<file path="config.mk">
export PLATFORM = sky130hd
export DESIGN_NAME = gemm_stream_ctrl
export DESIGN_NICKNAME = d
export VERILOG_FILES = /design/src/rtl/gemm_stream_ctrl.sv
export SDC_FILE = /design/constraint.sdc
export NUM_CORES = 1
export LEC_CHECK = 0
export CAP_MARGIN = 20
export CORE_MARGIN = 2
export CORE_UTILIZATION = 45
export CTS_CLUSTER_DIAMETER = 150
export DETAILED_ROUTE_END_ITERATION = 10
export PLACE_DENSITY = 0.71
export SYNTH_ARGS = -nofsm -noshare
export SYNTH_HDL_FRONTEND = slang
export SYNTH_SLANG_ARGS = --single-unit
</file>
<file path="constraint.sdc">
create_clock -name clk -period 14.3 [get_ports clk]
set_clock_uncertainty 0.15 [all_clocks]
set_input_delay 4.29 -clock clk [delete_from_list [all_inputs] [get_ports clk]]
set_output_delay 4.29 -clock clk [all_outputs]
set_load 0.02 [all_outputs]
</file>
<file path="src/rtl/gemm_stream_ctrl.sv">
// gemm_stream_ctrl: valid/ready front end for a fixed-latency, non-stallable
// GEMM datapath. Jobs are tracked by a valid shift register that mirrors the
// datapath pipeline. Results land in an output FIFO. A job is admitted only
// when a FIFO slot is already reserved for its result, so nothing is dropped.
module gemm_stream_ctrl #(
  parameter  int DW    = 32,
  parameter  int N     = 2,
  parameter  int LAT   = 6,
  parameter  int DEPTH = 8,
  localparam int W     = N * N * DW
) (
  input  logic         clk,
  input  logic         rst,
  input  logic         in_valid,
  output logic         in_ready,
  input  logic [W-1:0] in_a,
  input  logic [W-1:0] in_b,
  output logic [W-1:0] gemm_a,
  output logic [W-1:0] gemm_b,
  input  logic [W-1:0] gemm_out,
  output logic         out_valid,
  input  logic         out_ready,
  output logic [W-1:0] out_data,
  input  logic         drain_req,
  output logic         drain_done,
  output logic         busy,
  output logic [15:0]  done_count
);

  localparam int IW = $clog2(LAT + 1);
  localparam int CW = $clog2(DEPTH + 1);
  localparam int PW = (DEPTH > 1) ? $clog2(DEPTH) : 1;

  typedef enum logic [1:0] {
    IDLE  = 2'd0,
    RUN   = 2'd1,
    DRAIN = 2'd2
  } state_t;

  state_t          state;
  state_t          state_nxt;
  logic [LAT-1:0]  vld;
  logic [IW-1:0]   inflight_cnt;
  logic [CW-1:0]   fifo_count;
  logic [PW-1:0]   wr_ptr;
  logic [PW-1:0]   rd_ptr;
  logic [W-1:0]    fifo_mem [DEPTH];
  logic            fire;
  logic            push;
  logic            pop;
  logic            credit_ok;

  // Pointer advance with explicit wrap so DEPTH need not be a power of two.
  function automatic logic [PW-1:0] ptr_inc(input logic [PW-1:0] p);
    return (p == PW'(DEPTH - 1)) ? '0 : p + PW'(1);
  endfunction

  // The datapath samples operands every cycle; non-fire results are masked by vld.
  assign gemm_a = in_a;
  assign gemm_b = in_b;

  // Credit: every in-flight job already owns a FIFO slot. Registered terms only,
  // so out_ready never reaches in_ready combinationally.
  assign credit_ok = (32'(fifo_count) + 32'(inflight_cnt)) < 32'(DEPTH);

  assign fire      = in_valid && in_ready;
  assign push      = vld[LAT-1];
  assign out_valid = (fifo_count != '0);
  assign pop       = out_valid && out_ready;
  assign out_data  = fifo_mem[rd_ptr];
  assign busy      = (inflight_cnt != '0) || out_valid;

  // State register.
  always_ff @(posedge clk or negedge rst) begin
    if (!rst) state <= IDLE;
    else      state <= state_nxt;
  end

  // Next-state logic; drain_req outranks fire, and a started drain always completes.
  always_comb begin
    state_nxt = state;
    case (state)
      IDLE: begin
        if (drain_req) state_nxt = DRAIN;
        else if (fire) state_nxt = RUN;
      end
      RUN: begin
        if (drain_req)          state_nxt = DRAIN;
        else if (!busy && !fire) state_nxt = IDLE;
      end
      DRAIN: begin
        if (drain_done) state_nxt = IDLE;
      end
      default: state_nxt = IDLE;
    endcase
  end

  // Outputs held inactive while reset is asserted, even before any clock edge.
  always_comb begin
    in_ready   = 1'b0;
    drain_done = 1'b0;
    if (rst) begin
      in_ready   = (state != DRAIN) && credit_ok;
      drain_done = (state == DRAIN) && (inflight_cnt == '0) && (fifo_count == '0);
    end
  end

  // Valid shift register tracking each job down the datapath pipeline.
  always_ff @(posedge clk or negedge rst) begin
    if (!rst) begin
      vld <= '0;
    end else begin
      vld[0] <= fire;
      for (int k = 1; k < LAT; k++) vld[k] <= vld[k-1];
    end
  end

  // Outstanding job count between fire and result capture.
  always_ff @(posedge clk or negedge rst) begin
    if (!rst) begin
      inflight_cnt <= '0;
    end else begin
      case ({fire, push})
        2'b10:   inflight_cnt <= inflight_cnt + IW'(1);
        2'b01:   inflight_cnt <= inflight_cnt - IW'(1);
        default: inflight_cnt <= inflight_cnt;
      endcase
    end
  end

  // FIFO pointers and occupancy; simultaneous push and pop keep the count.
  always_ff @(posedge clk or negedge rst) begin
    if (!rst) begin
      wr_ptr     <= '0;
      rd_ptr     <= '0;
      fifo_count <= '0;
    end else begin
      if (push) wr_ptr <= ptr_inc(wr_ptr);
      if (pop)  rd_ptr <= ptr_inc(rd_ptr);
      if (push && !pop)      fifo_count <= fifo_count + CW'(1);
      else if (pop && !push) fifo_count <= fifo_count - CW'(1);
    end
  end

  // FIFO storage; contents need no reset because occupancy gates visibility.
  always_ff @(posedge clk) begin
    if (push) fifo_mem[wr_ptr] <= gemm_out;
  end

  // Delivered-result counter, free-running modulo 2^16.
  always_ff @(posedge clk or negedge rst) begin
    if (!rst)     done_count <= '0;
    else if (pop) done_count <= done_count + 16'd1;
  end

endmodule

</file>
Yosys cells after proc, flatten, opt, wreduce, memory -nomap -nowiden
Memories as Yosys holds them, arrays and structs flattened.
Cells that the tools add are included.

storage, ports and cells
  flip-flop bits (word level) = 37
  RAM bits = 1024
  input bits = 389
  output and inout port bits = 404
  memories = 1

memories
  name      words  width  read ports  clocked after memory_dff  wr ports  line  text
  fifo_mem  8      128    1           0                         1         47    logic [W-1:0] fifo_mem [DEPTH];

operators by class
  add/subtract/negate cells = 8
  order comparisons = 1
  equal/unequal tests = 10
  multiplexer cells = 15
  reductions and logical operators = 21

operators by type and width
  kind                                                         count
  adder 16 x 1 -> 16 bit (second input constant)               1
  2-to-1 mux 2 bit                                             5
  adder 3 x 1 -> 3 bit (second input constant)                 3
  logical AND 1 bit                                            8
  2-to-1 mux 4 bit                                             2
  equality test 3 bit (second input constant)                  2
  2-to-1 mux 3 bit                                             2
  inequality test 3 bit (second input constant)                2
  one-hot mux 2 bit (3 select lines)                           1
  one-hot mux 3 bit (2 select lines)                           1
  adder 4 x 3 -> 5 bit                                         1
  less-than comparator 5 x 4 -> 1 bit (second input constant)  1
  adder 4 x 1 -> 4 bit (second input constant)                 1
  equality test 2 x 1 -> 1 bit (second input constant)         2
  equality test 2 bit (second input constant)                  2
  zero test 1 bit                                              4
  zero test 4 bit                                              1
  2-to-1 mux 1 bit                                             4
  inequality test 2 bit (second input constant)                2
  nonzero test 2 bit                                           2
  nonzero test 4 bit                                           1
  subtractor 4 x 1 -> 4 bit (second input constant)            1
  zero test 3 bit                                              1
  AND reduction 3 bit                                          1
  4 further kinds                                              4

Logic depth before layout (Yosys ltp)
Gate-level depths: netlist (run 1).

  depth in word-level cells = 10
  mapped depth = 10
  gate-level depth less buffers = 10

Worst setup path before layout (run 1)
No wires, ideal clock.

  path type = reg-to-reg
  from = register wr_ptr[1]
  to = memory fifo_mem[0][0] in the netlist's numbering (enable)
  setup time = 0.772 ns
  data arrival time = 9.217 ns
  path slack = 4.161 ns
  stages on the path, launching flop included = 3
  cells stage by stage = dfrtp_1 -> nand2b_1 -> nor3_1

RTL lines
  what                    line  text
  start, declared         45    logic [PW-1:0] wr_ptr;
  start signal, assigned  138   if (push) wr_ptr <= ptr_inc(wr_ptr);
  end, declared           47

No word-level cell before the write port.

Worst setup path in the final report (run 1)
  from = input rst
  to = output in_ready

on the way
  word-level cells in the longest chain between the ends = 1

RTL lines
  what              line  text
  start, declared   13    input logic rst,
  2-to-1 mux 1 bit  102   if (rst) begin
  end, declared     15    output logic in_ready,

Every way passes these cells.

==> impl_metrics.py, run 1 <==
metrics = {
    "final_layout": {
        "syn2layout_area_growth_pct": 13.26,
        "fillCellCount": 7159,
        "final_cells": 3319,
        "ff_latch_area_mm2": 0.03169,
        "multiInputGateArea_mm2": 0.008092,
        "n_antenna_cell": 0,
        "nNetsFinal": 2379,
        "layout-drive-gt1-share_pct": 27.75,
    },
    "cts": {
        "cts_hold_buf": 0,
        "clk_pin_slew_ns": 0.06,
        "cts_buffers": 103,
        "htreeDepth": 3,
        "clkLatencyLatePin_ns": 0.67,
        "cts_tree": "built",
        "clock-sinks": 1061,
        "cts_buffer_depth": 3,
        "clockRootBuffer": "clkbuf_16",
        "cts_setup_buffers": 0,
        "cts_resized": 0,
    },
    "logic_synthesis": {
        "syn_inst": 1898,
        "ys_ff_latch": 1061,
        "synth_nets": 2300,
        "ys_seq_area_share_pct": 75.17,
        "synth_area_per_cell_um2": 22.20,
        "synth_area_mm2": 0.04214,
        "ys_warn_count": 0,
        "synth_cell_type_count": 37,
    },
    "die": {
        "fp.dieW_um": 310.0,
        "die-height_um": 310.0,
        "dieArea_mm2": 0.09610,
        "rows": 112,
        "pin_count": 793,
        "core_mm2": 0.09305,
        "initial_core_util_pct": 45.29,
    },
    "setup_path": {
        "startpoint_type": "primary input",
        "critPathKind": "primary input to output pin",
        "cp-end-kind": "output pin",
        "worstPathRequired_ns": 9.86,
        "worstPathMaxFanout": 39,
        "worst_ep_arrival_time_ns": 6.20,
    },
    "route": {
        "avgRoutedWirePerCell_um": 37.97,
        "wirelength_um": 126000,
        "drtIter0Drc": 1547,
        "remaining_drc_errors": 0,
        "drtAntennaViolNets": 0,
        "vias_per_cell": 5.768,
        "dr.pass1.iters": 7,
        "vias": 19150,
    },
    "sta": {
        "rsz0062_at_grt": "false",
        "hold_violations": 0,
        "period_minus_slack_ns": 10.64,
        "report.final.slew_viol_count": 0,
        "fin_setup_tns_ns": 0,
        "setup_viol": 0,
        "maxSlewHeadroom_pct": 30.25,
        "fmax_mhz": 94.01,
        "worstMarginPinSlew_ns": 1.046,
        "finalCritPeriodShare_pct": 74.39,
    },
    "global_routing": {
        "grt_overflow_total": 0,
        "grt_pass1_vias": 19380,
        "grtUsageTotal_pct": 25.80,
        "grt_max_degree": 149,
        "antenna_found_initial": 15,
        "grt_pass1_wl_um": 166700,
    },
    "power_and_ir_drop": {
        "power_leakage_nw": 14.99,
        "ir_drop_mv": 0.1135,
        "power_w": 0.008961,
        "p_per_area_mw_per_mm2": 187.8,
    },
    "outcome": {
        "status": "finished clean",
    },
    "placed_design": {
        "gp_congestion": 0.8826,
        "place_inst": 3126,
        "dp_hpwl_um": 85710,
        "port_buffers": 280,
    },
    "run": {
        "maxCapViolCount": 0,
    },
    "worst_hold_path": {
        "hp-class": "flip-flop to flip-flop",
    },
}
## per-stage QoR
step | utilization, % | hold slack (ns) | instance area (µm²) | setup slack [ns]
detailed placement | 47.74 | 0.1855 | 44420 | 3.621
CTS | 51.29 | 0.1927 | 47720 | 3.613
floorplan | - | 0.1812 | 42140 | 4.161
global placement | 47.74 | 0.1839 | 44420 | 3.626
finish | 51.29 | 0.1765 | 47720 | 3.663
global route | 51.29 | 0.2033 | 47720 | 3.396
## cell usage in the layout (no fill, tap or decap), drive strengths merged, types with 11 or more instances in the layout
master and count:
buf 24, dfrtp 37, ha 11, inv 11, mux4 256, mux2 132, nand2 19, clkinv 58
clkdlybuf4s50 279, nor2 13, clkbuf 122, edfxtp 1024
## power by group
part,internal (W),switching (W),total [W]
clock network,0.00149,0.00115,0.00264
registers,0.00346,0.000115,0.00358
logic,0.00136,0.00138,0.00274
total,0.00632,0.00264,0.00896
## registers in the layout (all words and copies together), names as in the netlist
signal and count:
fifo_mem 1024, done_count 16, wr_ptr 3, inflight_cnt 3, state 2, fifo_count 4
vld 6, rd_ptr 3
## cells by family (layout without fill, tap and decap cells)
| group | Yosys count | count (layout) | synth area share, % |
|---|---|---|---|
| xor+xnor | 20 | 20 | 0.4157 |
| fa+ha+maj | 13 | 13 | 0.4216 |
| mux | 390 | 390 | 17.26 |
| flops | 1061 | 1061 | 75.17 |
| buf+inv | 337 | 504 | 5.757 |
| simple gates | 64 | 64 | 0.7305 |
| compound gates | 13 | 13 | 0.2464 |
## layout make-up
cell class | instances | area share (%)
multi-input combinational | 500 | 16.95
clock buffer | 122 | 5.550
clock inverter | 71 | 1.369
inverter | 8 | 0.06292
tap | 1254 | 3.288
sequential | 1061 | 66.39
timing repair buffer | 303 | 6.381
## critical path: stages
cell,delay [ns]
buf_2,0.62
nand2b_1,0.16
a2111oi_2,0.43
clkdlybuf4s50_1,0.68
## synth_stat cells (all sizes together)
master,n,area (µm²)
o21ai,3,15.01
a31o,1,8.760
xnor2,10,87.58
nand2b,5,31.28
or4,1,7.510
inv,8,30.03
a211oi,1,7.510
a2111oi,2,23.77
xor2,10,87.58
nand4,6,37.54
nor3,9,45.04
o31ai,1,7.510
nor2,13,48.80
fa,2,40.04
a21oi,1,5.000
edfxtp,1024,30750
nand2,19,71.32
ha,11,137.6
or2,1,6.260
nand3,2,10.01
nor4,1,6.260
o41a,1,12.51
buf,308,2317
mux2i,2,20.02
a21o,2,15.01
dfrtp,37,925.9
nor2b,1,6.260
mux2,132,1486
clkbuf,21,78.83
a22o,1,8.760
and3,6,37.54
mux4,256,5766
## per-layer routing
metal	GRT usage (%)	share of wire, %
met1	26.46	30
met2	36.93	44
met3	22.39	21
met4	10.84	4.8
met5	2.831	0.37
## final timing paths
path,startpoint,to,slack [ns],cells past startpoint
max,rst,in_ready,3.66,4
min in group asynchronous,rst,state[1],3.56,1
min reg2reg,vld[2],vld[3],0.18,0
max reg2reg,fifo_count[0],fifo_count[3],11.21,8
min,vld[2],vld[3],0.18,0
max in group asynchronous,rst,rd_ptr[2],9.83,1
No activity file was read; power rests on OpenSTA's default activity.
==> run 2: changes to the inputs <==
==> constraint.sdc (replaced) <==
create_clock -name clk -period 10.9 [get_ports clk]
set_clock_uncertainty 0.15 [all_clocks]
set_input_delay 3.27 -clock clk [delete_from_list [all_inputs] [get_ports clk]]
set_output_delay 3.27 -clock clk [all_outputs]
set_load 0.02 [all_outputs]
==> impl_metrics.py, run 2 (synthesis gave the netlist of run 1 again) <==
metrics = {
    "power_and_ir_drop": {
        "swShare_pct": 29.57,
        "ir_drop_mv": 0.2118,
        "p_comb_share_pct": 30.9,
        "power_leakage_nw": 14.97,
        "p_per_area_mw_per_mm2": 246.7,
        "intPower_w": 0.008297,
        "pwr-share-clk_pct": 29.4,
        "power.switching_w": 0.003483,
        "power_frac_seq_pct": 39.7,
        "power_w": 0.01178,
    },
    "sta": {
        "hold_violations": 0,
        "worstMarginPinSlew_ns": 1.111,
        "fin_setup_tns_ns": 0,
        "fin_hold_ws_ns": 0.2013,
        "maxSlewHeadroom_pct": 25.92,
        "fmax_mhz": 115.1,
        "period_minus_slack_ns": 8.684,
        "report.final.slew_viol_count": 0,
        "rsz0062_at_grt": "false",
        "finalCritPeriodShare_pct": 79.67,
        "setup_viol": 0,
    },
    "global_routing": {
        "grt_pass1_wl_um": 166800,
        "antenna_found_initial": 16,
        "grt_pass1_vias": 19450,
        "grt_max_degree": 129,
        "grtUsageTotal_pct": 25.80,
        "grt_overflow_total": 0,
    },
    "route": {
        "drtAntennaViolNets": 0,
        "drtIter0Drc": 1686,
        "wirelength_um": 125700,
        "vias_per_cell": 5.712,
        "avgRoutedWirePerCell_um": 37.93,
        "remaining_drc_errors": 0,
        "dr.pass1.iters": 5,
        "vias": 18920,
    },
    "setup_path": {
        "cp_num_buf_inv": 2,
        "worstPathMaxFanout": 39,
        "worst_ep_arrival_time_ns": 5.26,
        "critPathKind": "primary input to output pin",
        "startpoint_type": "primary input",
        "path_cells": "buf_2 -> nand2b_1 -> a2111oi_2 -> clkdlybuf4s50_1",
        "worstPathRequired_ns": 7.48,
        "cpPeakStageDelay_ns": 0.70,
        "r2r-start": "vld[5]",
        "r2r-end": "fifo_mem[4][78]",
        "crit_slowest_cell": "clkdlybuf4s50_1",
        "cp-end-kind": "output pin",
        "endpoint": "in_ready",
        "critPathTopFamily": "buffers and inverters",
        "reg2reg_depth": 3,
        "r2r_slack_ns": 7.80,
        "path_depth": 4,
        "cp-startpoint": "rst",
    },
    "placed_design": {
        "port_buffers": 280,
        "gp_congestion": 0.8878,
        "dp_hpwl_um": 84180,
    },
    "final_layout": {
        "largest_reg_flops": 1024,
        "layout_commonest_cell": "edfxtp_1",
        "fillCellCount": 7173,
        "layout-drive-gt1-share_pct": 27.66,
        "reg.largest.list": "fifo_mem x1024, done_count x16, vld x6",
        "regMostFlops": "fifo_mem",
        "ff_latch_area_mm2": 0.03169,
        "nNetsFinal": 2374,
        "multiInputGateArea_mm2": 0.008092,
        "final_cell_mix": "edfxtp_1, clkdlybuf4s50_1, mux4_2, mux2_2, clkbuf_16",
        "syn2layout_area_growth_pct": 13.33,
    },
    "die": {
        "die-height_um": 310.0,
        "rows": 112,
        "initial_core_util_pct": 45.29,
        "dieArea_mm2": 0.09610,
        "fp.dieW_um": 310.0,
        "pin_count": 793,
        "core_mm2": 0.09305,
    },
    "cts": {
        "cts_setup_buffers": 0,
        "clockRootBuffer": "clkbuf_16",
        "cts_buffer_depth": 3,
        "cts_buffers": 105,
        "clkLatencyLatePin_ns": 0.67,
        "cts_resized": 0,
        "cts_tree": "built",
        "cts_hold_buf": 0,
        "clock-sinks": 1061,
        "htreeDepth": 3,
        "clk_pin_slew_ns": 0.06,
    },
    "worst_hold_path": {
        "hp-class": "flip-flop to flip-flop",
    },
    "outcome": {
        "status": "finished clean",
    },
    "run": {
        "maxCapViolCount": 0,
    },
}
## run 2: stage by stage
stage / setup WS (ns) / std cells / util, % / cell area (µm²)
3_5_place_dp: 2.211 / 3119 / 47.75 / 44430
4_1_cts: 2.197 / 3311 / 51.32 / 47750
2_1_floorplan: 0.7615 / 1898 / - / 42140
3_3_place_gp: 2.267 / 3119 / 47.75 / 44430
5_1_grt: 2.005 / 3311 / 51.32 / 47750
6_report: 2.216 / 3313 / 51.32 / 47760
## run 2: layout make-up
class / count / area share, %
Antenna cell: 2 / 0.01048
Clock buffer: 129 / 5.816
Clock inverter: 63 / 1.132
Inverter: 8 / 0.06288
Multi-Input combinational cell: 500 / 16.94
Sequential cell: 1061 / 66.35
Tap cell: 1254 / 3.285
Timing Repair Buffer: 296 / 6.398
## run 2: worst min path at each step
stage                       from  endpoint  depth (start not counted)
after CTS                 vld[4]    vld[5]                          0
after global placement    vld[0]    vld[1]                          0
after floorplan           vld[0]    vld[1]                          0
final                     vld[4]    vld[5]                          0
after detailed placement  vld[2]    vld[3]                          0
after global routing      vld[4]    vld[5]                          0
## run 2: metal layers
metal	global-route usage [%]	wire, µm
met1	26.27	38250
met2	36.70	54540
met3	22.80	26540
met4	11.29	5936
met5	2.224	400
## run 2: power by group through the flow
stage | Sequential (W) | Clock (W) | Combinational, W
final | 0.00467 | 0.00346 | 0.00364
after global routing | 0.00469 | 0.00368 | 0.00384
after CTS | 0.00468 | 0.00352 | 0.00367
after detailed placement | 0.00476 | 0 | 0.00364
after global placement | 0.00475 | 0 | 0.00361
after floorplan | 0.00469 | 0 | 0.00249
